===== src/rtl/jpeg_drain_master.sv =====
// jpeg_drain_master
// Drains compressed data from a JPEG encoder peripheral over a simple
// request/grant read bus and presents it as a 32-bit stream with a
// valid-bit count on the final beat.
//
// Ports
//   clk, rst_n                 : clock, asynchronous active-low reset
//   en                         : allow new drain sequences to start
//   fifo_irq, end_irq, err_irq : encoder FIFO level, end-of-stream pulse,
//                                FIFO-full error
//   req/add/wen/wdata/be/id    : bus request (reads only)
//   gnt/r_valid/r_rdata/r_id   : bus grant and read response
//   m_valid/m_ready/m_data/
//   m_last/m_bits              : output stream, m_bits = valid bits (1..32)
//   busy, done, error          : status (done is a 1-cycle pulse, error sticky)
module jpeg_drain_master #(
  parameter logic [31:0] BASE_ADDR = 32'h0000_0000,
  parameter int unsigned ID_WIDTH  = 4,
  parameter int unsigned TXN_ID    = 0
) (
  input  logic                clk,
  input  logic                rst_n,
  input  logic                en,
  input  logic                fifo_irq,
  input  logic                end_irq,
  input  logic                err_irq,
  output logic                req,
  output logic [31:0]         add,
  output logic                wen,
  output logic [31:0]         wdata,
  output logic [3:0]          be,
  output logic [ID_WIDTH-1:0] id,
  input  logic                gnt,
  input  logic                r_valid,
  input  logic [31:0]         r_rdata,
  input  logic [ID_WIDTH-1:0] r_id,
  output logic                m_valid,
  input  logic                m_ready,
  output logic [31:0]         m_data,
  output logic                m_last,
  output logic [5:0]          m_bits,
  output logic                busy,
  output logic                done,
  output logic                error
);

  localparam logic [2:0] S_IDLE       = 3'd0;
  localparam logic [2:0] S_REQ_DEPTH  = 3'd1;
  localparam logic [2:0] S_WAIT_DEPTH = 3'd2;
  localparam logic [2:0] S_REQ_DATA   = 3'd3;
  localparam logic [2:0] S_WAIT_DATA  = 3'd4;
  localparam logic [2:0] S_REQ_END    = 3'd5;
  localparam logic [2:0] S_WAIT_END   = 3'd6;
  localparam logic [2:0] S_FLUSH      = 3'd7;

  localparam logic [31:0] ADDR_DATA  = BASE_ADDR + 32'h0000_0000;
  localparam logic [31:0] ADDR_DEPTH = BASE_ADDR + 32'h0000_0200;
  localparam logic [31:0] ADDR_END   = BASE_ADDR + 32'h0000_0300;
  localparam logic [ID_WIDTH-1:0] TXN_ID_W = ID_WIDTH'(TXN_ID);

  logic [2:0]  state_r;
  logic [5:0]  remain_r;
  logic        end_pend_r;
  logic [4:0]  eb_r;
  logic [31:0] held_r;
  logic        held_valid_r;
  logic        req_r;
  logic [31:0] add_r;
  logic        done_r;
  logic        error_r;

  // two-entry output buffer
  logic [31:0] data_mem_r [2];
  logic        last_mem_r [2];
  logic [5:0]  bits_mem_r [2];
  logic        wr_ptr_r;
  logic        rd_ptr_r;
  logic [1:0]  count_r;

  logic        rsp_ok_s;
  logic        push_s;
  logic        pop_s;
  logic        push_last_s;
  logic [5:0]  push_bits_s;
  logic        room_s;

  assign rsp_ok_s = r_valid && (r_id == TXN_ID_W);
  assign pop_s    = m_valid && m_ready;
  assign room_s   = (count_r != 2'd2);

  // Select what (if anything) enters the output buffer this cycle.
  always_comb begin
    push_s      = 1'b0;
    push_last_s = 1'b0;
    push_bits_s = 6'd32;
    if (state_r == S_WAIT_DATA && rsp_ok_s && held_valid_r) begin
      // a newer word arrived, so the held one is known not to be last
      push_s = 1'b1;
    end else if (state_r == S_FLUSH && held_valid_r && room_s) begin
      push_s      = 1'b1;
      push_last_s = 1'b1;
      push_bits_s = (eb_r == 5'd0) ? 6'd32 : {1'b0, eb_r};
    end else begin
      push_s = 1'b0;
    end
  end

  // Drain sequencer, bus request registers and status flags.
  always_ff @(posedge clk or negedge rst_n) begin
    if (!rst_n) begin
      state_r      <= S_IDLE;
      remain_r     <= 6'd0;
      end_pend_r   <= 1'b0;
      eb_r         <= 5'd0;
      held_r       <= 32'd0;
      held_valid_r <= 1'b0;
      req_r        <= 1'b0;
      add_r        <= BASE_ADDR;
      done_r       <= 1'b0;
      error_r      <= 1'b0;
    end else begin
      done_r <= 1'b0;
      if (err_irq) begin
        error_r <= 1'b1;
      end
      case (state_r)
        S_IDLE: begin
          if (en && (fifo_irq || end_pend_r)) begin
            state_r <= S_REQ_DEPTH;
            req_r   <= 1'b1;
            add_r   <= ADDR_DEPTH;
          end
        end
        S_REQ_DEPTH: begin
          if (gnt) begin
            req_r   <= 1'b0;
            state_r <= S_WAIT_DEPTH;
          end
        end
        S_WAIT_DEPTH: begin
          if (rsp_ok_s) begin
            remain_r <= r_rdata[5:0];
            if (r_rdata[5:0] != 6'd0) begin
              state_r <= S_REQ_DATA;
            end else if (end_pend_r) begin
              state_r <= S_REQ_END;
              req_r   <= 1'b1;
              add_r   <= ADDR_END;
            end else begin
              state_r <= S_IDLE;
            end
          end
        end
        S_REQ_DATA: begin
          // only ask for a word when the buffer is guaranteed to have room
          // for the held word it will displace
          if (!req_r) begin
            if (room_s) begin
              req_r <= 1'b1;
              add_r <= ADDR_DATA;
            end
          end else if (gnt) begin
            req_r   <= 1'b0;
            state_r <= S_WAIT_DATA;
          end
        end
        S_WAIT_DATA: begin
          if (rsp_ok_s) begin
            held_r       <= r_rdata;
            held_valid_r <= 1'b1;
            remain_r     <= remain_r - 6'd1;
            if (remain_r == 6'd1) begin
              state_r <= S_REQ_DEPTH;
              req_r   <= 1'b1;
              add_r   <= ADDR_DEPTH;
            end else begin
              state_r <= S_REQ_DATA;
            end
          end
        end
        S_REQ_END: begin
          if (gnt) begin
            req_r   <= 1'b0;
            state_r <= S_WAIT_END;
          end
        end
        S_WAIT_END: begin
          if (rsp_ok_s) begin
            eb_r       <= r_rdata[4:0];
            end_pend_r <= 1'b0;
            state_r    <= S_FLUSH;
          end
        end
        S_FLUSH: begin
          if (held_valid_r) begin
            if (room_s) begin
              held_valid_r <= 1'b0;
            end
          end else if (count_r == 2'd0) begin
            // buffer empty: the last beat (if any) has been handed over
            done_r  <= 1'b1;
            state_r <= S_IDLE;
          end
        end
        default: begin
          state_r <= S_IDLE;
          req_r   <= 1'b0;
        end
      endcase
      // a fresh end pulse wins over the clear on entry to FLUSH
      if (end_irq) begin
        end_pend_r <= 1'b1;
      end
    end
  end

  // Output buffer storage, pointers and occupancy.
  always_ff @(posedge clk or negedge rst_n) begin
    if (!rst_n) begin
      for (int i = 0; i < 2; i++) begin
        data_mem_r[i] <= 32'd0;
        last_mem_r[i] <= 1'b0;
        bits_mem_r[i] <= 6'd0;
      end
      wr_ptr_r <= 1'b0;
      rd_ptr_r <= 1'b0;
      count_r  <= 2'd0;
    end else begin
      if (push_s) begin
        data_mem_r[wr_ptr_r] <= held_r;
        last_mem_r[wr_ptr_r] <= push_last_s;
        bits_mem_r[wr_ptr_r] <= push_bits_s;
        wr_ptr_r             <= ~wr_ptr_r;
      end
      if (pop_s) begin
        rd_ptr_r <= ~rd_ptr_r;
      end
      case ({push_s, pop_s})
        2'b10:   count_r <= count_r + 2'd1;
        2'b01:   count_r <= count_r - 2'd1;
        default: count_r <= count_r;
      endcase
    end
  end

  assign req     = req_r;
  assign add     = add_r;
  assign wen     = 1'b1;
  assign wdata   = 32'd0;
  assign be      = 4'hF;
  assign id      = TXN_ID_W;
  assign m_valid = (count_r != 2'd0);
  assign m_data  = data_mem_r[rd_ptr_r];
  assign m_last  = last_mem_r[rd_ptr_r];
  assign m_bits  = bits_mem_r[rd_ptr_r];
  assign busy    = (state_r != S_IDLE) || m_valid;
  assign done    = done_r;
  assign error   = error_r;

endmodule


===== config.mk =====
export PLATFORM = sky130hd
export DESIGN_NAME = jpeg_drain_master
export DESIGN_NICKNAME = d
export VERILOG_FILES = /design/src/rtl/jpeg_drain_master.sv
export SDC_FILE = /design/constraint.sdc
export NUM_CORES = 1
export LEC_CHECK = 0
export BUFFER_PORTS_ARGS = -buffer_cell sky130_fd_sc_hd__buf_2
export CORE_MARGIN = 1
export CORE_UTILIZATION = 25
export CTS_CLUSTER_DIAMETER = 30
export DETAILED_ROUTE_END_ITERATION = 10
export GPL_ROUTABILITY_DRIVEN = 0
export HOLD_SLACK_MARGIN = 0.08
export SLEW_MARGIN = 10
export SYNTH_ARGS = -nofsm -noshare
export SYNTH_HDL_FRONTEND = slang
export SYNTH_SLANG_ARGS = --single-unit

===== constraint.sdc =====
create_clock -name clk -period 3.2 [get_ports clk]
set_input_delay 0.96 -clock clk [delete_from_list [all_inputs] [get_ports clk]]
set_output_delay 0.96 -clock clk [all_outputs]
set_load 0.02 [all_outputs]

### After elaboration in Yosys (flattened, before gate mapping)

Index checks and enable logic that the tools add are counted.

| word-level totals | value |
|---|---|
| flip-flop bits (word level) | 165 |
| word-level logic and storage cells | 161 |

| operators by class | value |
|---|---|
| $add $sub $neg | 3 |
| $lt $le $gt $ge | 3 |
| eq/ne operators | 27 |
| muxes and demuxes | 72 |
| bitwise logic cells | 4 |
| reductions and logical operators | 33 |

Operators by type and width:

| kind | count |
|---|---|
| $mux W32 | 12 |
| $pmux W32 S4 | 1 |
| $bwmux W64 | 1 |
| $mux W6 | 9 |
| $mux W3 | 12 |
| $demux W32 S1 | 1 |
| $ne A2 B2 Y1 const B | 14 |
| $mux W1 | 26 |
| $pmux W3 S8 | 1 |
| $bwmux W12 | 1 |
| $eq A3 B3 Y1 const B | 4 |
| $pmux W6 S2 | 1 |
| $reduce_bool A2 Y1 | 6 |
| $reduce_and A10 Y1 | 1 |
| $reduce_and A9 Y1 | 1 |
| $logic_and A1 B1 Y1 | 8 |
| $reduce_and A2 Y1 | 4 |
| $reduce_and A8 Y1 | 1 |
| $demux W6 S1 | 1 |
| $eq A3 B2 Y1 const B | 2 |
| $eq A6 B1 Y1 const B | 1 |
| $ne A2 B1 Y1 const B | 3 |
| $reduce_bool A6 Y1 | 1 |
| $sub A6 B1 Y6 const B | 1 |
| 25 further kinds | 29 |

### Longest topological paths before layout

Gate-level depths: netlist of the first run.

| logic depth | value |
|---|---|
| depth after elaboration | 7 |
| gate-level depth with buffers | 8 |
| gate-level depth less buffers | 7 |

### Least setup slack after synthesis of the first run

OpenSTA, ideal clock, no wires.

| timing path | value |
|---|---|
| kind | input to register |
| from | input port r_id[0] |
| to | register eb_r[0] |
| data arrival time | 2689 ps |
| path slack | 386 ps |
| stages | 6 |
| buffers on the path | 2 |
| cell sequence | or4b_1 > clkbuf_1 > or2_2 > clkbuf_1 > nor3_4 > mux2_2 |

| between the ends | value |
|---|---|
| word-level cells in the longest chain between the ends | 3 |

RTL lines:

| element | line | source |
|---|---|---|
| start, declared | 36 | `input logic [ID_WIDTH-1:0] r_id,` |
| $logic_not A4 Y1 | 87 | `assign rsp_ok_s = r_valid && (r_id == TXN_ID_W);` |
| $logic_and A1 B1 Y1 | 87 |  |
| $reduce_and A2 Y1 (no source line) | - |  |
| end signal, assigned | 189 | `eb_r <= r_rdata[4:0];` |
| end, declared | 64 | `logic [4:0] eb_r;` |

No other way between the ends.
A chain may end at the register's enable or synchronous reset.

### Final worst setup path of the first run

| timing path | value |
|---|---|
| from | register rd_ptr_r |
| to | output port m_data[14] |

| between the ends | value |
|---|---|
| word-level cells in the longest chain between the ends | 4 |

RTL lines:

| element | line | source |
|---|---|---|
| start, declared | 77 | `logic rd_ptr_r;` |
| start signal, assigned | 236 | `rd_ptr_r <= ~rd_ptr_r;` |
| $not A1 Y2 (not written as such) | 253 | `assign m_data = data_mem_r[rd_ptr_r];` |
| $mux W32 (not written as such) (3 in a row) | 253 |  |
| end, declared | 39 | `output logic [31:0] m_data,` |

No other way between the ends. The select of a mux whose other input is x is not followed.

==> out/metrics.yaml, run 1 <==
clock_network:
  clock_path_buffers: 2
  clk_pin_slew_ps: 60
  cts_sinks: 135
  cts_resized: 0
  cts_root_buf: "clkbuf_16"
  clkLatencyLatePin_ps: 420
  htreeDepth: 4
  cts_tree: "yes"
  cts_buffers: 17
  post-cts-setup-buffer-count: 0
  hold_buffers: 0
timing:
  whs_ps: 408
  fin_crit_sh: 0.808
  drv_slew: 0
  rsz0062_at_grt: "false"
  timing.final.ws_setup_ps: 614
  hold_viol_final: 0
  setup_violations: 0
  slew_headroom: 0.510
  skew_ps: 12.6
  fin_crit_ps: 2590
  tns_ps: 0
  worst_pin_slew_ps: 733
  fmax_mhz: 387
run:
  max-cap-violations: 0
global_route:
  grt_usage: 0.104
  globalRouteOverflowTotal: 0
  grt_max_degree: 67
  antenna_found_initial: 0
  grt_pass1_vias: 3882
  grt_pass1_wl_microns: 20900
floorplan:
  row_count: 58
  die_w_microns: 163
  core_area_sq_um: 25300
  io_pins: 162
  dieHeight_microns: 163
  floorplan.initialDensity: 0.257
  die_area_sq_um: 26600
yosys:
  ys_types: 49
  synth_ff_type: "dfrtp_1"
  synth-seq-cells: 135
  yosys-top-cells-area: "dfrtp_1 52%, mux2_2 15%, mux2_1 9.2%"
  syn-cell-area_sq_um: 6500
  yosys.area.top_type: "dfrtp_1"
  yosysSeqAreaShare: 0.520
  netlist_instances: 517
  avgSynthCellArea_sq_um: 12.6
  synth_top_area_frac: 0.520
  ys_warn_count: 0
  synthArstFlopShare: 1.00
  synth_edf_count: 0
critical_path:
  worstPathCellList: "buf_4 > mux2_2 > buf_2"
  worstPathMaxFanout: 21
  arrival_ps: 1630
  crit_type: "register to primary output"
  slowest_delay_ps: 390
  start_kind: "register"
  cp_slowest_cell: "mux2_2"
  cp.required_ps: 2240
  end_kind: "primary output"
placement:
  hpwl_microns: 8970
  dpl_worst_slack_ps: 209
  port-buffer-count: 90
layout:
  ff_latch_area_sq_um: 3380
  area.growth.synth_to_final_pct: 18.4
  final_util: 0.304
  nNetsFinal: 662
  antennaDiodeCount: 0
  multi_input_area_sq_um: 2700
  layout-drive-gt1-share: 0.371
  fill_cells: 2628
route:
  ant_nets: 0
  totalWireLength_microns: 13000
  dr.pass1.iters: 4
  viasPerCell: 4.11
  wl_per_cell_microns: 13.6
  drc_errors: 0
  drt_iter0_markers: 159
  dr_total_vias: 3929
pwr:
  p_per_area_nw_per_um2: 709
  vdd_drop_max_mv: 0.382
  totalPowerFinal_uw: 5450
  leakage_uw: 0.00397
min_path:
  hold_class: "input pin to async pin"
outcome:
  status: "completed"
==> final timing paths <==
check / start / end / slack [ps] / cells past startpoint
setup reg to reg: state_r[2] / count_r[1] / 670 / 7
max in group asynchronous: rst_n / rd_ptr_r / 2130 / 2
min in group clk: error / error / 460 / 1
hold reg to reg: error / error / 460 / 1
hold / removal: rst_n / bits_mem_r[9] / 410 / 1
setup / recovery: rd_ptr_r / m_data[14] / 610 / 3
==> state kept, by name, indices dropped and copies added, names as in the netlist, 2 cells and up <==
signal and cells:
add 2, data_mem_r 64, last_mem_r 2, state_r 3
count_r 2, remain_r 6, bits_mem_r 12, held_r 32
eb_r 5
==> area by class of cell <==
class,count,area share
flip-flops and latches,135,0.439
multi-input cells,349,0.351
well taps,330,0.0537
repair buffers,103,0.0786
clock buffers,22,0.0603
inverters,8,0.00390
clock inverters,9,0.0132
==> synthesized netlist by cell type, drive strengths merged, types with 2 or more instances <==
library cell,count
o21ai,26
xor2,2
nand3,3
clkbuf,11
nand2,25
xnor2,2
o211ai,3
nor3,12
nor2,13
ha,3
o21bai,4
or2,3
dfrtp,135
a31oi,3
inv,8
mux2,142
conb,2
a21bo,2
a21oi,10
nand2b,3
buf,83
or4b,2
a21o,2
==> layout by cell type (no fill, tap or decap), types with 4 or more instances in the layout <==
cell type	synthesis	routed
nor3_1	10	10
nand2_1	25	25
mux2_1	53	53
mux2_2	89	89
o21ai_0	25	25
buf_4	71	9
dfrtp_1	135	134
buf_2	6	89
conb_1	2	71
clkbuf_16	0	17
a21oi_1	10	10
clkinv_2	0	5
o21bai_1	4	4
inv_1	8	8
buf_12	0	4
nor2_1	13	13
==> power breakdown <==
part	total [uW]	internal (uW)	switching, uW
Sequential	2200	1990	209
Combinational	1360	589	775
Clock	1890	1180	711
Total	5450	3760	1690
==> worst max-delay path, delay by kind of cell (launching register included) <==
kind / cells / cell delay, ps
DFF: 1 / 350
buffers and inverters: 2 / 470
muxes: 1 / 390
==> per-layer routing <==
layer,share of wire,vias up,track usage
li1,-,1868,-
met1,0.48,1942,0.138
met2,0.47,105,0.159
met3,0.046,14,0.0305
met4,0.012,0,0.0370
met5,0,-,0
==> per-stage QoR <==
step           cell area (sq um)  cells
6_report                    7690    956
3_5_place_dp                7130    925
5_1_grt                     7690    956
2_1_floorplan               6760    586
4_1_cts                     7690    956
3_3_place_gp                7130    925
==> cell families after synthesis <==
group | Yosys count | share of synthesized area
mux | 142 | 0.246
flops | 135 | 0.520
buf+inv | 102 | 0.105
simple gates | 70 | 0.0566
compound gates | 59 | 0.0606
xor+xnor | 4 | 0.00539
fa+ha+maj | 3 | 0.00578
other cells | 2 | 0.00116
Power figures use the tool's default switching activity.
==> run 2: changes to the inputs <==
Clock period 3.2 ns to 2.4 ns, I/O delays scaled along.
==> run 2 against run 1 <==
Effect of this change: worst hold slack worse by 170 ps; first-iteration DRC count grew 38%; count of clock-buffer cells in the layout unchanged; clock power is 37% higher; die area unchanged; utilization grew 0.99 points; via count increased by 2.9%; global-route usage up 0.48 points; cell count grew 2.3%; combinational power increased by 43%; critical path depth is 1 higher; largest cell class unchanged.
==> out/metrics.yaml, run 2 (synthesis gave the netlist of run 1 again) <==
outcome:
  status: "completed"
timing:
  whs_ps: 241  # -167 ps
  worst_pin_slew_ps: 581  # -152 ps
  skew_ps: 13.8  # +1.17 ps
  fin_crit_sh: 0.954
  slew_headroom: 0.610  # +0.0995
  fmax_mhz: 437
  rsz0062_at_grt: "false"
  setup_violations: 0  # unchanged
  drv_slew: 0  # unchanged
  fin_crit_ps: 2290
  timing.final.ws_setup_ps: 110  # -504 ps
  hold_viol_final: 0  # unchanged
layout:
  layout-drive-gt1-share: 0.392  # +0.0214
  largest_registers: "data_mem_r x64, held_r x32, bits_mem_r x12"
  nNetsFinal: 683  # +3.2%
  antennaDiodeCount: 0  # unchanged
  fill_cells: 2590  # -1.4%
  final_common_cell: "dfrtp_1"
  final_cell_mix: "134 x dfrtp_1, 89 x mux2_2, 89 x buf_2, 71 x conb_1, 53 x mux2_1"
  final_util: 0.314  # +0.00993
  stdcell_area_sq_um: 7940  # +3.3%
  largest_register: "data_mem_r"
  largest_reg_flops: 64  # unchanged
  area.growth.synth_to_final_pct: 22.2
critical_path:
  worstPathCellList: "buf_4 > nor3_1 > nand2b_1 > buf_2"
  start_kind: "register"
  worstPathMaxFanout: 14  # -33%
  worst-path-buf-inv: 2  # unchanged
  r2r_slack_ps: 250  # -420 ps
  arrival_ps: 1570  # -60 ps
  slowest_delay_ps: 370  # -20 ps
  reg2reg_depth: 7  # unchanged
  critical_path_depth: 4  # +1
  r2r_end: "add[9]"
  cp_slowest_cell: "dfrtp_1"
  crit_type: "register to primary output"
  path_delay_family: "simple AND/OR/NAND/NOR gates"
  rr_startpoint: "remain_r[1]"
  cp.required_ps: 1680  # -560 ps
  end_kind: "primary output"
placement:
  dpl_cell_area_sq_um: 7360  # +3.3%
  hpwl_microns: 9470  # +5.5%
  dpl_worst_slack_ps: -287  # -496 ps
  port-buffer-count: 90  # unchanged
run:
  max-cap-violations: 0  # unchanged
route:
  wl_per_cell_microns: 13.9  # +2.2%
  dr_total_vias: 4041  # +2.9%
  totalWireLength_microns: 13600  # +4.5%
  ant_nets: 0  # unchanged
  drt_iter0_markers: 220  # +38%
  drc_errors: 0  # unchanged
  viasPerCell: 4.13  # +0.54%
  dr.pass1.iters: 4  # unchanged
clock_network:
  cts_resized: 0  # unchanged
  clk_pin_slew_ps: 60  # about the same
  cts_tree: "yes"
  clock_path_buffers: 2  # unchanged
  cts_root_buf: "clkbuf_16"
  cts_buffers: 17  # unchanged
  hold_buffers: 0  # unchanged
  clkLatencyLatePin_ps: 420  # about the same
  post-cts-setup-buffer-count: 0  # unchanged
  htreeDepth: 4  # unchanged
  cts_sinks: 135  # unchanged
floorplan:
  floorplan.initialDensity: 0.257  # unchanged
  die_area_sq_um: 26600  # unchanged
  die_w_microns: 163  # unchanged
  dieHeight_microns: 163  # unchanged
  io_pins: 162  # unchanged
  core_area_sq_um: 25300  # unchanged
  row_count: 58  # unchanged
global_route:
  grt_pass1_wl_microns: 22200  # +6.1%
  grt_pass1_vias: 4107  # +5.8%
  antenna_found_initial: 0  # unchanged
  globalRouteOverflowTotal: 0  # unchanged
  grt_usage: 0.108  # +0.00478
  grt_max_degree: 46  # -31%
pwr:
  p_per_area_nw_per_um2: 942  # +33%
  vdd_drop_max_mv: 0.467  # +22%
  pwr-share-comb: 0.261  # +0.011
  switching_share: 0.314  # +0.00275
  totalPowerFinal_uw: 7480  # +37%
  leakage_uw: 0.00410  # +3.3%
  clock_power_share: 0.347  # about the same
  seq_power_share: 0.392  # -0.011
  intPower_uw: 5130  # +37%
  power.net_switching_uw: 2350  # +38%
min_path:
  hold_class: "input pin to async pin"
[run 2: changes by cell type in the layout (fill, tap and decap cells not counted)]
cell        previous run  this run
buf_12                 4        10
buf_4                  9        24
clkinv_2               5         2
clkinv_4               1         2
clkinvlp_4             1         2
inv_6                  0         2
o21ai_0               25        24
o21ai_1                1         2
[run 2: final cells by class]
type | instances | area, sq um | share of cell area
clock buffers | 22 | 464 | 0.0584
clock inverters | 10 | 120 | 0.0151
inverters | 8 | 30.0 | 0.00378
repair buffers | 124 | 837 | 0.105
flip-flops and latches | 135 | 3380 | 0.425
multi-input cells | 349 | 2700 | 0.340
well taps | 330 | 413 | 0.0520
[run 2: power by group through the flow]
stage | sequential, uW | clock, uW | combinational, uW
2_1_floorplan | 2900 | 0 | 1450
3_3_place_gp | 2970 | 0 | 1960
3_5_place_dp | 2970 | 0 | 1980
4_1_cts | 2940 | 2670 | 1990
5_1_grt | 3000 | 2780 | 2150
6_report | 2930 | 2590 | 1950
[run 2: worst max path at each step]
stage | start | end | slack [ps]
3_3_place_gp | r_id[0] | count_r[1] | -220
2_1_floorplan | r_id[0] | count_r[1] | -150
5_1_grt | rd_ptr_r | m_data[26] | 40
4_1_cts | rd_ptr_r | m_data[4] | 80
3_5_place_dp | r_id[0] | count_r[1] | -290
6_report | state_r[1] | busy | 110
[run 2: metrics by stage]
step	instances	TNS [ps]
finish	978	0
global route	978	0
CTS	978	0
detailed placement	946	-20270
global placement	946	-16230
floorplan	586	-10430
[run 2: layer usage]
layer,routed length (microns),global-route usage
met1,6310,0.140
met2,6580,0.176
met3,549,0.0282
met4,123,0.0327
met5,0,0
